## src/rtl/lb_pkg.sv

```systemverilog
// Shared types and sizing helpers for the padded 3x3 line-buffer frame sequencer.
package lb_pkg;

  typedef enum logic [2:0] {
    ST_IDLE  = 3'd0,
    ST_FILL  = 3'd1,
    ST_FLUSH = 3'd2,
    ST_DRAIN = 3'd3,
    ST_DONE  = 3'd4
  } lb_state_t;

  localparam int unsigned DEF_IMG_WIDTH     = 256;
  localparam int unsigned DEF_IMG_HEIGHT    = 256;
  localparam int unsigned DEF_FLUSH_EXTRA   = 2;
  localparam int unsigned DEF_DRAIN_TIMEOUT = 1024;

  localparam int unsigned PIX_BEATS   = DEF_IMG_WIDTH * DEF_IMG_HEIGHT;
  localparam int unsigned FLUSH_BEATS = DEF_IMG_WIDTH + DEF_FLUSH_EXTRA;

  function automatic int unsigned pix_beats(input int unsigned w, input int unsigned h);
    return w * h;
  endfunction

  function automatic int unsigned flush_beats(input int unsigned w, input int unsigned extra);
    return w + extra;
  endfunction

  // Bits needed to hold every value 0..max_val inclusive.
  function automatic int unsigned cnt_width(input int unsigned max_val);
    return $clog2(max_val + 1);
  endfunction

endpackage

```

## src/rtl/lb_beat_counter.sv

```systemverilog
// Up-counter with synchronous clear/enable; 'last' flags that the next enabled step reaches TERMINAL.
module lb_beat_counter
  import lb_pkg::*;
#(
  parameter int unsigned TERMINAL = 4
) (
  input  logic clk,
  input  logic rst,
  input  logic clr,
  input  logic en,
  output logic last
);

  localparam int unsigned WIDTH = cnt_width(TERMINAL);

  logic [WIDTH-1:0] count;

  always_ff @(posedge clk) begin
    if (rst || clr) begin
      count <= '0;
    end else if (en) begin
      count <= count + 1'b1;
    end
  end

  assign last = (count == WIDTH'(TERMINAL - 1));

endmodule

```

## src/rtl/lb_frame_sequencer.sv

```systemverilog
// Frame controller: feeds one frame into the line buffer, flushes the last row, then waits for all windows.
module lb_frame_sequencer
  import lb_pkg::*;
#(
  parameter int unsigned NUM_CHANNELS  = 8,
  parameter int unsigned DATA_WIDTH    = 8,
  parameter int unsigned IMG_WIDTH     = DEF_IMG_WIDTH,
  parameter int unsigned IMG_HEIGHT    = DEF_IMG_HEIGHT,
  parameter int unsigned FLUSH_EXTRA   = DEF_FLUSH_EXTRA,
  parameter int unsigned DRAIN_TIMEOUT = DEF_DRAIN_TIMEOUT
) (
  input  logic                                       clk,
  input  logic                                       rst,
  input  logic                                       i_start,
  input  logic                                       i_abort,
  input  logic                                       s_valid,
  output logic                                       s_ready,
  input  logic [NUM_CHANNELS*DATA_WIDTH-1:0]         s_data,
  input  logic                                       m_ready,
  output logic                                       lb_valid,
  output logic [NUM_CHANNELS*DATA_WIDTH-1:0]         lb_data,
  input  logic                                       win_valid,
  output logic                                       o_busy,
  output logic                                       o_done,
  output logic                                       o_error,
  output logic [$clog2(IMG_WIDTH*IMG_HEIGHT+1)-1:0]  o_win_cnt
);

  localparam int unsigned PIX     = pix_beats(IMG_WIDTH, IMG_HEIGHT);
  localparam int unsigned FLUSH_N = flush_beats(IMG_WIDTH, FLUSH_EXTRA);
  localparam int unsigned WIN_W   = cnt_width(PIX);

  lb_state_t        state, state_next;
  logic             start, accept, push_flush;
  logic             pix_last, flush_last, to_last, to_clr, to_fire, frame_done;
  logic [WIN_W-1:0] win_cnt, win_cnt_next;

  assign start      = (state == ST_IDLE) && i_start;
  assign s_ready    = (state == ST_FILL) && m_ready;
  assign accept     = s_valid && s_ready;
  assign push_flush = (state == ST_FLUSH) && m_ready;
  assign to_clr     = start || (win_valid && (state != ST_IDLE));

  lb_beat_counter #(.TERMINAL(PIX)) u_pix_cnt (
    .clk (clk), .rst (rst), .clr (start), .en (accept), .last (pix_last)
  );

  lb_beat_counter #(.TERMINAL(FLUSH_N)) u_flush_cnt (
    .clk (clk), .rst (rst), .clr (start), .en (push_flush), .last (flush_last)
  );

  lb_beat_counter #(.TERMINAL(DRAIN_TIMEOUT)) u_timeout_cnt (
    .clk (clk), .rst (rst), .clr (to_clr), .en (state == ST_DRAIN), .last (to_last)
  );

  // Saturating window count; the DRAIN exit decision looks at the post-update value.
  always_comb begin
    win_cnt_next = win_cnt;
    if ((state != ST_IDLE) && win_valid && (win_cnt != WIN_W'(PIX))) begin
      win_cnt_next = win_cnt + 1'b1;
    end
  end

  assign frame_done = (win_cnt_next == WIN_W'(PIX));
  assign to_fire    = (state == ST_DRAIN) && !win_valid && to_last && !frame_done;

  always_comb begin
    state_next = state;
    case (state)
      ST_IDLE:  if (i_start) state_next = ST_FILL;
      ST_FILL:  if (accept && pix_last) state_next = ST_FLUSH;
      ST_FLUSH: if (push_flush && flush_last) state_next = ST_DRAIN;
      ST_DRAIN: if (frame_done || to_fire) state_next = ST_DONE;
      ST_DONE:  state_next = ST_IDLE;
      default:  state_next = ST_IDLE;
    endcase
    if ((state != ST_IDLE) && i_abort) begin
      state_next = ST_IDLE;
    end
  end

  always_ff @(posedge clk) begin
    if (rst) begin
      state    <= ST_IDLE;
      lb_valid <= 1'b0;
      lb_data  <= '0;
      win_cnt  <= '0;
      o_error  <= 1'b0;
    end else begin
      state    <= state_next;
      lb_valid <= accept || push_flush;
      if (accept) begin
        lb_data <= s_data;
      end else if (push_flush) begin
        lb_data <= '0;
      end
      win_cnt <= start ? '0 : win_cnt_next;
      if (start) begin
        o_error <= 1'b0;
      end else if (to_fire && !i_abort) begin
        o_error <= 1'b1;
      end
    end
  end

  assign o_busy    = (state != ST_IDLE);
  assign o_done    = (state == ST_DONE);
  assign o_win_cnt = win_cnt;

endmodule

```

## config.mk

```make
export PLATFORM = sky130hd
export DESIGN_NAME = lb_frame_sequencer
export DESIGN_NICKNAME = d
export VERILOG_FILES = /design/src/rtl/lb_pkg.sv /design/src/rtl/lb_beat_counter.sv /design/src/rtl/lb_frame_sequencer.sv
export SDC_FILE = /design/constraint.sdc
export NUM_CORES = 1
export LEC_CHECK = 0
export ABC_AREA = 0
export BUFFER_PORTS_ARGS = -buffer_cell sky130_fd_sc_hd__buf_2
export CORE_MARGIN = 2
export CORE_UTILIZATION = 40
export CTS_CLUSTER_DIAMETER = 30
export CTS_CLUSTER_SIZE = 30
export DETAILED_ROUTE_END_ITERATION = 6
export SLEW_MARGIN = 20
export SYNTH_ARGS = -nofsm -noshare
export SYNTH_HDL_FRONTEND = slang
export SYNTH_SLANG_ARGS = --single-unit
```

## constraint.sdc

```tcl
create_clock -name clk -period 7.1 [get_ports clk]
set_input_delay 1.065 -clock clk [delete_from_list [all_inputs] [get_ports clk]]
set_output_delay 1.065 -clock clk [all_outputs]
set_load 0.03 [all_outputs]
```

After elaboration in Yosys (flattened, before gate mapping)
Index checks and enable logic that the tools add are counted.
{"block": "classes", "n_addsub": 4, "eq_ne": 13, "n_mux": 8, "n_reduce_logical": 27}
{"cell": "$mux 64", "n": 2}
{"cell": "$add 17x1->17 const B", "n": 2}
{"cell": "$eq 17x16->1 const B", "n": 1}
{"cell": "$eq 17x17->1 const B", "n": 1}
{"cell": "$mux 17", "n": 1}
{"cell": "$ne 17x17->1 const B", "n": 1}
{"cell": "$logic_and 1x1->1", "n": 13}
{"cell": "$mux 3", "n": 4}
{"cell": "$pmux 3 s4", "n": 1}
{"cell": "$add 11x1->11 const B", "n": 1}
{"cell": "$eq 11x10->1 const B", "n": 1}
{"cell": "$add 9x1->9 const B", "n": 1}
{"cell": "$eq 9x9->1 const B", "n": 1}
{"cell": "$eq 3x2->1 const B", "n": 2}
{"cell": "$logic_or 1x1->1", "n": 5}
{"cell": "$ne 2x1->1 const B", "n": 2}
{"cell": "$ne 2x2->1 const B", "n": 2}
{"cell": "$reduce_and 4->1", "n": 1}
{"cell": "$reduce_or 2->1", "n": 2}
{"cell": "$eq 3x1->1 const B", "n": 1}
{"cell": "$eq 3x3->1 const B", "n": 1}
{"cell": "$logic_not 1->1", "n": 3}
{"cell": "$logic_not 3->1", "n": 1}
{"cell": "$reduce_bool 3->1", "n": 1}
{"cell": "$reduce_bool 2->1", "n": 1}
{"block": "totals", "ff_bits": 123, "output_inout_bits": 86, "wordCells": 60}

Longest topological paths before layout
{"block": "logic_depth", "word_depth": 10, "ltp_mapped": 9}

By module
A second synthesis with hierarchy kept.
{"block": "unflattened", "cells_unflattened": 656, "area_unflattened_um2": 5444.0}
{"module": "lb_frame_sequencer", "instances": 1, "cells_per_inst": 459, "area_per_inst_um2": 3689.8, "seq_area_each_um2": 1721.7}
{"module": "lb_beat_counter (u_pix_cnt)", "instances": 1, "cells_per_inst": 91, "area_per_inst_um2": 819.5, "seq_area_each_um2": 340.3}
{"module": "lb_beat_counter (u_timeout_cnt)", "instances": 1, "cells_per_inst": 58, "area_per_inst_um2": 504.2, "seq_area_each_um2": 220.2}
{"module": "lb_beat_counter (u_flush_cnt)", "instances": 1, "cells_per_inst": 48, "area_per_inst_um2": 430.4, "seq_area_each_um2": 180.2}

Least setup slack after synthesis
No wires, ideal clock.
{"block": "synth_path", "path_type": "input to register", "from": "input win_valid", "to": "register state[1]", "setup_time_ps": 116, "arrival_time_ps": 2642, "setup_slack_ps": 4341, "cell_stages": 7, "n_path_buf": 1, "path_cell_list": "o31ai_1 -> clkbuf_1 -> nor4_1 -> a31oi_1 -> a2111oi_4 -> nand4_2 -> a41o_1"}
{"block": "synth_via", "elab_chain_cells": 9, "word_cells_on_any_way": 12}
{"element": "from (decl)", "line": "lb_frame_sequencer.sv:22", "rtl": "input logic win_valid,"}
{"element": "$logic_and 1x1->1 (2 in a row)", "line": "lb_frame_sequencer.sv:59", "rtl": "if ((state != ST_IDLE) && win_valid && (win_cnt != WIN_W'(PIX))) begin"}
{"element": "$mux 17", "line": "lb_frame_sequencer.sv:59"}
{"element": "$eq 17x17->1", "line": "lb_frame_sequencer.sv:64", "rtl": "assign frame_done = (win_cnt_next == WIN_W'(PIX));"}
{"element": "$logic_not 1->1", "line": "lb_frame_sequencer.sv:65", "rtl": "assign to_fire = (state == ST_DRAIN) && !win_valid && to_last && !frame_done;"}
{"element": "$logic_and 1x1->1", "line": "lb_frame_sequencer.sv:65"}
{"element": "$logic_or 1x1->1 (*)", "line": "lb_frame_sequencer.sv:73", "rtl": "ST_DRAIN: if (frame_done || to_fire) state_next = ST_DONE;"}
{"element": "$ne 2x2->1 (no line) (*)"}
{"element": "$reduce_and 4->1 (no line) (*)"}
{"element": "to (signal assigned)", "line": "lb_frame_sequencer.sv:90", "rtl": "state <= state_next;"}
{"element": "to (decl)", "line": "lb_frame_sequencer.sv:33", "rtl": "lb_state_t state, state_next;"}
Every way passes the cells marked *; elsewhere a longest branch is shown, timed or not.
A chain may end at the register's enable or synchronous reset.

Worst setup path in the final report
{"block": "layout_path", "from": "input m_ready", "to": "output s_ready"}
{"block": "layout_via", "elab_chain_cells": 1}
{"element": "from (decl)", "line": "lb_frame_sequencer.sv:19", "rtl": "input logic m_ready,"}
{"element": "$logic_and 1x1->1", "line": "lb_frame_sequencer.sv:39", "rtl": "assign s_ready = (state == ST_FILL) && m_ready;"}
{"element": "to (decl)", "line": "lb_frame_sequencer.sv:17", "rtl": "output logic s_ready,"}
Every way passes these cells.

==> results.tsv <==
stage	metric	value	unit
yosys	synth_common_cells	dfxtp_1 (123), nand2_1 (98), a21oi_1 (77)	
flow_run	cap_violations	0	
worst_setup_path	crit_path_max_fanout	4	
yosys	yosysMostFrequentCell	dfxtp_1	
global_routing	busiest_layer	met2	
placement	place_ws	4.085	ns
floorplan	die_h	118.8	µm
layout	area_growth	29.20	%
worst_setup_path	r2r_cells	7	
worst_setup_path	r2r_start	o_win_cnt[1]$_SDFF_PP0_	
layout	nets	855	
placement	gp_congestion	0.8124	
yosys	yosysSeqAreaShare	46.72	%
yosys	netlist.area_leader.share	46.72	%
layout	num_antenna_cells	0	
floorplan	rows	41	
yosys	syn-mean-instance-area	8.183	µm²
drt	drtIter0Drc	328	
clock_tree	cts_tree	yes	
status	status	finished, final reports clean	
yosys	yosysUniqueCellTypes	49	
sta	setup_ws	4.345	ns
sta	fmax	363.0	MHz
worst_setup_path	slowest_delay	0.28	ns
power_and_ir_drop	power.density	271.7	mW/mm²
clock_tree	htreeDepth	4	
sta	fin_skew	0.007690	ns
clock_tree	clock_path_buffers	2	
sta	maxSlewHeadroom	48.61	%
sta	drv_slew	0	
global_routing	gr-usage-all-layers	19.42	%
layout	stdcell_count	962	
placement	dp_hpwl	9232	µm
clock_tree	ctsHoldBuffers	0	
global_routing	met2_usage	32.15	%
drt	vias	4943	
power_and_ir_drop	peakVddDrop	0.1581	mV
worst_setup_path	worst_ep_arrival_time	1.69	ns
drt	wl_per_cell	14.05	µm
clock_tree	clk_pin_slew_worst_paths	0.06	ns
floorplan	core	0.01272	mm²
yosys	async_reset_ff_share	0	%
worst_setup_path	worst-path-buf-inv	2	
sta	tns	0	ns
global_routing	gr-total-overflow	0	
placement	dp.cells	930	
sta	tightest_slew	0.7662	ns
min_path	hp-class	reg2reg	
yosys	synth_area_leaders	dfxtp_1 (47%), a21oi_1 (7.3%), nand2_1 (7.0%)	
placement	place_area	0.006133	mm²
worst_setup_path	critPathSlowestCell	and4bb_2	
clock_tree	postCtsSetupBuffers	0	
worst_setup_path	end_kind	output pin	
worst_setup_path	cp_num_cells	3	
worst_setup_path	crit_chain	buf_2 -> and4bb_2 -> buf_2	
worst_setup_path	ff2ff_setup_slack	4.52	ns
global_routing	grt_pass1_vias	4682	
sta	hold_ws	0.4631	ns
placement	port_buffers	156	
worst_setup_path	path_class	in2out	
worst_setup_path	crit_path_start_kind	input port	
global_routing	grt_antenna_before_repair	0	
sta	final.min_clock_period	2.755	ns
floorplan	io_pins	157	
layout	fin_area	0.006809	mm²
drt	vias_per_cell	5.138	
sta	rsz0062_at_grt	false	
power_and_ir_drop	p_leak	2.799	nW
global_routing	grt_max_degree	75	
global_routing	grt_first_pass_wirelength	22320	µm
layout	drive_above_1_share	26.08	%
worst_setup_path	startpoint	m_ready	
clock_tree	cts.sinks	123	
yosys	synth_nets	722	
yosys	syn_area	0.005270	mm²
clock_tree	ctsResizeCount	0	
sta	timing.final.hold_violations	0	
sta	setup_viol	0	
sta	fin_crit_sh	38.80	%
worst_setup_path	path_delay_family	buffers and inverters	
clock_tree	insertion_delay	0.42	ns
worst_setup_path	crit_end	s_ready	
floorplan	die-area	0.01411	mm²
drt	first_pass_iters	5	
drt	final_antenna_net_count	0	
floorplan	initial_core_util	41.42	%
yosys	ys_seq_elements	123	
floorplan	die_w	118.8	µm
clock_tree	cts-buffers-inserted	17	
worst_setup_path	path_common_cell	buf_2	
yosys	yosys_most_used_dff	dfxtp_1	
yosys	synth_top_cell_by_area	dfxtp_1	
yosys	synth_cells	644	
clock_tree	root_buffer	clkbuf_16	
global_routing	use_met1	23.06	%
drt	drc	0	
drt	wirelength	13510	µm
yosys	yosysWarningCount	0	
yosys	synth_edf_count	0	
worst_setup_path	critPathRequiredTime	6.03	ns
global_routing	met3_usage	6.950	%
worst_setup_path	reg2reg_to	state[1]$_SDFFE_PP0P_	
-- area by class of cell --
| class | instances | area [µm²] |
|---|---|---|
| clock inverters | 11 | 215.2 |
| multi-input cells | 463 | 2596 |
| clock buffers | 21 | 460.4 |
| flip-flops and latches | 123 | 2462 |
| repair buffers | 161 | 818.3 |
| inverters | 11 | 41.29 |
| fillers | 1242 | 5913 |
| well taps | 172 | 215.2 |
-- worst min path at each step --
stage                     depth (start not counted)                              end  slack [ns]                            start
after floorplan                                   2  u_pix_cnt.count[1]$_SDFFE_PP0P_        0.45  u_pix_cnt.count[1]$_SDFFE_PP0P_
after global placement                            2         lb_data[15]$_SDFFE_PP0P_        0.45         lb_data[15]$_SDFFE_PP0P_
after detailed placement                          2         lb_data[29]$_SDFFE_PP0P_        0.46         lb_data[29]$_SDFFE_PP0P_
after CTS                                         2         lb_data[56]$_SDFFE_PP0P_        0.46         lb_data[56]$_SDFFE_PP0P_
after global routing                              2         lb_data[29]$_SDFFE_PP0P_        0.48         lb_data[29]$_SDFFE_PP0P_
final                                             2         lb_data[38]$_SDFFE_PP0P_        0.46         lb_data[38]$_SDFFE_PP0P_
-- cell usage in the layout, fill, tap and decap left out, types with 2 or more instances in the layout --
master,netlist,layout
a211oi_1,4,4
nand3_1,72,71
mux2i_1,3,3
clkbuf_16,0,17
or4_4,2,2
buf_4,0,5
a31oi_1,3,3
o21ai_0,6,6
nand2_1,98,97
xnor2_1,16,16
ha_1,7,7
nand4_2,2,2
clkbuf_1,33,2
buf_2,6,156
nor3_1,13,13
or3_1,9,9
nor4_1,3,3
inv_1,10,10
a21boi_0,2,2
a41o_1,2,2
xor2_1,29,29
o31ai_1,3,2
a21oi_1,77,77
nor3b_1,3,3
nand2b_1,3,3
dfxtp_1,123,123
clkbuf_8,0,2
nor2_1,58,58
clkinv_4,0,2
clkinv_2,0,2
bufinv_16,0,6
nand4_1,18,18
and3_1,10,10
-- where the power goes --
| part | total [mW] | switching [mW] | internal, mW |
|---|---|---|---|
| Clock | 0.986 | 0.310 | 0.676 |
| Combinational | 0.145 | 0.0983 | 0.0467 |
| Sequential | 0.719 | 0.0110 | 0.708 |
-- flip-flops by register name, indices dropped and copies added, names as in the netlist --
register	flops
lb_data	64
lb_valid	1
u_timeout_cnt.count	11
u_pix_cnt.count	17
o_error	1
state	3
o_win_cnt	17
u_flush_cnt.count	9
-- tightest hold or removal path: stages (launching register included) --
cell	delay (ns)
dfxtp_1	0.30
nand3_1	0.06
a21oi_1	0.06
-- routing by layer --
layer / wire (µm) / vias to the layer above
met2: 6611 / 144
met5: 0 / -
met1: 5778 / 2294
met3: 913 / 18
met4: 210 / 0
li1: - / 2487
-- cells by family (layout without fill, tap and decap cells) --
logic type      Yosys count  in the layout  share of synthesized area [%]
compound gates          107            107                          11.97
xor+xnor                 45             45                          7.478
fa+ha+maj                 7              7                          1.662
buf+inv                  58            204                          4.274
flops                   123            123                          46.72
mux                       4              4                         0.7835
simple gates            300            300                          27.11
-- metrics by stage --
step                      utilization, %  total power, mW
after floorplan                        -           0.8267
after global placement             48.17           0.8767
after detailed placement           48.21           0.8792
after CTS                          53.52            1.873
after global routing               53.52            1.917
final                              53.52            1.850
Power figures use the tool's default switching activity.
